[config.mk]
export PLATFORM = sky130hd
export DESIGN_NAME = fetch_stage
export DESIGN_NICKNAME = d
export VERILOG_FILES = /design/src/rtl/fetch_stage.sv
export SDC_FILE = /design/constraint.sdc
export NUM_CORES = 1
export LEC_CHECK = 0
export CAP_MARGIN = 20
export CORE_UTILIZATION = 41
export CTS_CLUSTER_DIAMETER = 200
export DETAILED_ROUTE_END_ITERATION = 6
export GPL_ROUTABILITY_DRIVEN = 0
export GPL_TIMING_DRIVEN = 0
export PLACE_DENSITY = 0.77
export REMOVE_ABC_BUFFERS = 1
export SYNTH_ARGS = -nofsm -noshare
export SYNTH_HDL_FRONTEND = slang
export SYNTH_SLANG_ARGS = --single-unit
[constraint.sdc]
create_clock -name clk -period 1.9 [get_ports clk]
set_clock_uncertainty 0.05 [all_clocks]
set_input_delay 0.38 -clock clk [delete_from_list [all_inputs] [get_ports clk]]
set_output_delay 0.38 -clock clk [all_outputs]
set_load 0.05 [all_outputs]
[src/rtl/fetch_stage.sv]
// Purpose : RV32I IF stage; holds pcF, drives imem_addr, registers the fetched word into IF/ID.
// Latency : imem_addr = pcF combinationally; IF/ID outputs update one edge after the fetch.
// Backpressure: stallF holds pcF and IF/ID; br_sel (EX redirect) overrides stallF and bubbles IF/ID.
//
// Optional feature macro: FETCH_PERF_EN (adds perf_fetch / perf_redirect counters).
//
// Ports:
//   clk, rst        rising-edge clock, synchronous active-high reset
//   stallF          hazard unit hold request for pcF and IF/ID
//   br_sel,alu_data EX-stage redirect request and target address
//   imem_rdata      combinational instruction word at imem_addr
//   imem_addr       current fetch PC (pcF)
//   pcD,pc4D,instrD,validD  IF/ID pipeline register
//   flushE          clears ID/EX in the redirect cycle
//   perf_fetch, perf_redirect  (FETCH_PERF_EN only) event counters, wrap at 2^32
module fetch_stage #(
  parameter logic [31:0] RESET_PC  = 32'h0000_0000,
  parameter logic [31:0] NOP_INSTR = 32'h0000_0013
) (
  input  logic        clk,
  input  logic        rst,
  input  logic        stallF,
  input  logic        br_sel,
  input  logic [31:0] alu_data,
  input  logic [31:0] imem_rdata,
  output logic [31:0] imem_addr,
  output logic [31:0] pcD,
  output logic [31:0] pc4D,
  output logic [31:0] instrD,
  output logic        validD,
  output logic        flushE
`ifdef FETCH_PERF_EN
  ,
  output logic [31:0] perf_fetch,
  output logic [31:0] perf_redirect
`endif
);

  logic [31:0] pc_f;
  logic [31:0] pc_plus4;

  assign pc_plus4  = pc_f + 32'd4;   // modulo 2^32, wraps FFFF_FFFC -> 0
  assign imem_addr = pc_f;
  // The ID/EX flush must not fire while reset holds the pipeline.
  assign flushE    = br_sel & ~rst;

  always_ff @(posedge clk) begin
    if (rst) begin
      pc_f   <= RESET_PC;
      instrD <= NOP_INSTR;
      pcD    <= 32'h0000_0000;
      pc4D   <= 32'h0000_0000;
      validD <= 1'b0;
    end else if (br_sel) begin
      // Redirect wins over stall: the wrong-path word in IF/ID is killed
      // even if decode is stalled. Target is forced word-aligned.
      pc_f   <= {alu_data[31:2], 2'b00};
      instrD <= NOP_INSTR;
      validD <= 1'b0;
    end else if (!stallF) begin
      pc_f   <= pc_plus4;
      instrD <= imem_rdata;
      pcD    <= pc_f;
      pc4D   <= pc_plus4;
      validD <= 1'b1;
    end
  end

`ifdef FETCH_PERF_EN
  always_ff @(posedge clk) begin
    if (rst) begin
      perf_fetch    <= 32'h0000_0000;
      perf_redirect <= 32'h0000_0000;
    end else if (br_sel) begin
      perf_redirect <= perf_redirect + 32'd1;
    end else if (!stallF) begin
      perf_fetch    <= perf_fetch + 32'd1;
    end
  end
`endif

endmodule

==> flow_summary.toml <==
[outcome]
status = "finished, violations left"
violations = "setup timing"

[synth]
synth-seq-cells = 123
synth.distinct_cells = 48
netlist_area_um2 = 5550
syn_avg_cell_area_um2 = 8.34
ys_seq_area_frac = 0.443
yosysWarnings = 0
synth_cells = 666
async_flop_share = 0
yosys_most_used_dff = "dfxtp_1"
synth_edf_count = 0

[layout]
fillCellCount = 1089
layout_commonest_cell = "dlygate4sd2_1"
final_cells = 1070
fin_nets = 950
final_cell_mix = "110 x dlygate4sd2_1, 102 x dfxtp_1, 84 x nand2_1, 69 x nor2_1, 62 x clkdlybuf4s50_1"
drive_above_1_share = 0.197
area_growth_pct = 58.4
antennaDiodeCount = 0

[timing]
hold_viol = 0
finalCriticalPeriod_ps = 1930
relSlewSlack = 0.554
post-route-period-util = 1.01
rsz0062_at_grt = "true"
max_freq_ghz = 0.519
setup_ws_ps = -25.7
tightestPinTransition_ps = 667
setup_violations = 6
drv_slew = 0

[setup_path]
worstPathArrival_ps = 2200
cp-startpoint = "imem_addr[12]"
cp_slowest_cell = "or4_1"
critPathMaxStageDelay_ps = 540
worstReg2RegStart = "imem_addr[12]"
crit_family = "simple AND/OR/NAND/NOR gates"
cp_num_buf_inv = 2
start_kind = "flop"
cp.required_ps = 2170
end_kind = "flop"
crit_path_cell_trace = "buf_6 > buf_6 > and4_4 > nand3_4 > or4_1 > a311oi_1"
cp_common_cell = "buf_6"
crit_type = "reg2reg"
critPathMaxFanout = 7

[floorplan]
dieArea_um2 = 14000
rows = 42
ios = 198
core_um2 = 13200
initial_utilization = 0.419
dieHeight_um = 118
die_width_um = 118

[drt]
via_per_inst = 5.64
post_drt_wl_per_cell_um = 18.1
ant_nets = 0
via_count = 6035
wirelength_mm = 19.3
drt-initial-drc-count = 438
drc = 0
drtPass1Iterations = 5

[min_path]
hold_path_startpoint = "br_sel"
hp-class = "in2reg"

[power]
peakVddDrop_mv = 0.524
p_leak_nw = 3.67
p_per_area_nw_per_um2 = 865
power_w = 0.00761

[flow_run]
cap_violations = 0

[clock_network]
cts_sinks = 123
cts-root-buf = "clkbuf_16"
clock_path_buffers = 2
clkTransAtPathRegs_ps = 60
worst_skew_pair.late_latency_ps = 420
cts_max_level = 4
cts_hold_buf = 0
cts_tree = "yes"
cts-buffers-inserted = 17

[global_routing]
top_usage_layer = "met2"
grt_util_met1 = 0.310
grtUsageMet3 = 0.0845
gr-usage-all-layers = 0.265
grt_use_met2 = 0.441
grt_pass1_wl_mm = 29.2
grt_pass1_vias = 5664
grt_max_degree = 48
grt_remaining_overflow = 0
antenna_found_initial = 0

[placement]
place_ws_ps = -2170
hpwl_mm = 11.8
port-buffer-count = 189
dp.cells = 969
state kept, by name, indices dropped and copies added (netlist names):
name,flops
validD,1
pcD,30
imem_addr,30
instrD,32
pc4D,30
area by class of cell:
type                            instances  area (µm²)  share of cell area
Timing Repair Buffer                  259        2370               0.270
Sequential cell                       123        2530               0.288
Multi-Input combinational cell        474        3010               0.342
Clock buffer                           17         425              0.0483
Timing Repair inverter                  2        12.5             0.00142
Tap cell                              176         220              0.0250
Clock inverter                         15         200              0.0227
Inverter                                4        22.5             0.00256
worst min-delay path: stages:
cell and delay, ps:
buf_6 160, nand2_1 80, a21oi_1 50
worst paths after layout:
path | to | slack, ps | cells past startpoint
hold / removal | imem_addr[2] | 250 | 3
setup reg to reg | imem_addr[19] | -30 | 6
setup / recovery | imem_addr[19] | -30 | 6
hold reg to reg | validD | 400 | 2
synth_stat cells (all sizes together) (6+ instances only):
cell type | instances | share of area
dfxtp | 123 | 0.44
nand2 | 88 | 0.059
nor2 | 71 | 0.048
clkbuf | 46 | 0.031
a21oi | 43 | 0.039
mux2i | 33 | 0.059
o21ai | 33 | 0.030
buf | 26 | 0.025
nand3 | 16 | 0.014
or4 | 16 | 0.022
nand4 | 15 | 0.018
xnor2 | 14 | 0.022
o31ai | 13 | 0.018
a211oi | 12 | 0.016
a311oi | 12 | 0.019
or3 | 12 | 0.014
a31oi | 11 | 0.012
nor4 | 10 | 0.011
and4 | 8 | 0.013
nor3 | 8 | 0.0072
xor2 | 7 | 0.011
and3 | 6 | 0.0068
power breakdown:
part | switching [W] | internal [W]
sequential | 0.000139 | 0.00270
clock | 0.00124 | 0.00219
combinational | 0.000861 | 0.000475
kinds of logic after synthesis:
| logic type | after synthesis | share of synthesized area |
|---|---|---|
| AO/OA/AOI/OAI | 143 | 0.166 |
| XOR/XNOR | 21 | 0.0331 |
| AND/OR/NAND/NOR | 268 | 0.237 |
| adder cells (fa/ha/maj) | 1 | 0.00225 |
| buffers and inverters | 76 | 0.0586 |
| flip-flops | 123 | 0.443 |
| other | 1 | 0.000675 |
| multiplexers | 33 | 0.0595 |
stage by stage:
stage / hold slack (ps) / setup TNS [ps] / area, µm² / utilization
floorplan: 399 / -105750 / 5260 / -
global placement: 389 / -517960 / 7370 / 0.557
detailed placement: 394 / -118120 / 7490 / 0.565
CTS: 294 / -176 / 8490 / 0.641
global route: 248 / -509 / 8800 / 0.664
finish: 252 / -83.0 / 8800 / 0.664
metal layers:
layer | wire [µm] | vias to the layer above
li1 | - | 2822
met1 | 7770 | 2847
met2 | 9250 | 315
met3 | 1720 | 51
met4 | 597 | 0
met5 | 0 | -
what timing repair did:
item | CTS | global route
setup buffers | 38 | 27
pin swaps | 22 | 18
hold endpoints to repair | 0 | 0
gates cloned | 3 | 1
endpoints found under the setup margin | 243 | 42
gates resized for setup | 214 | 36
(Power assumes the default switching activity.)
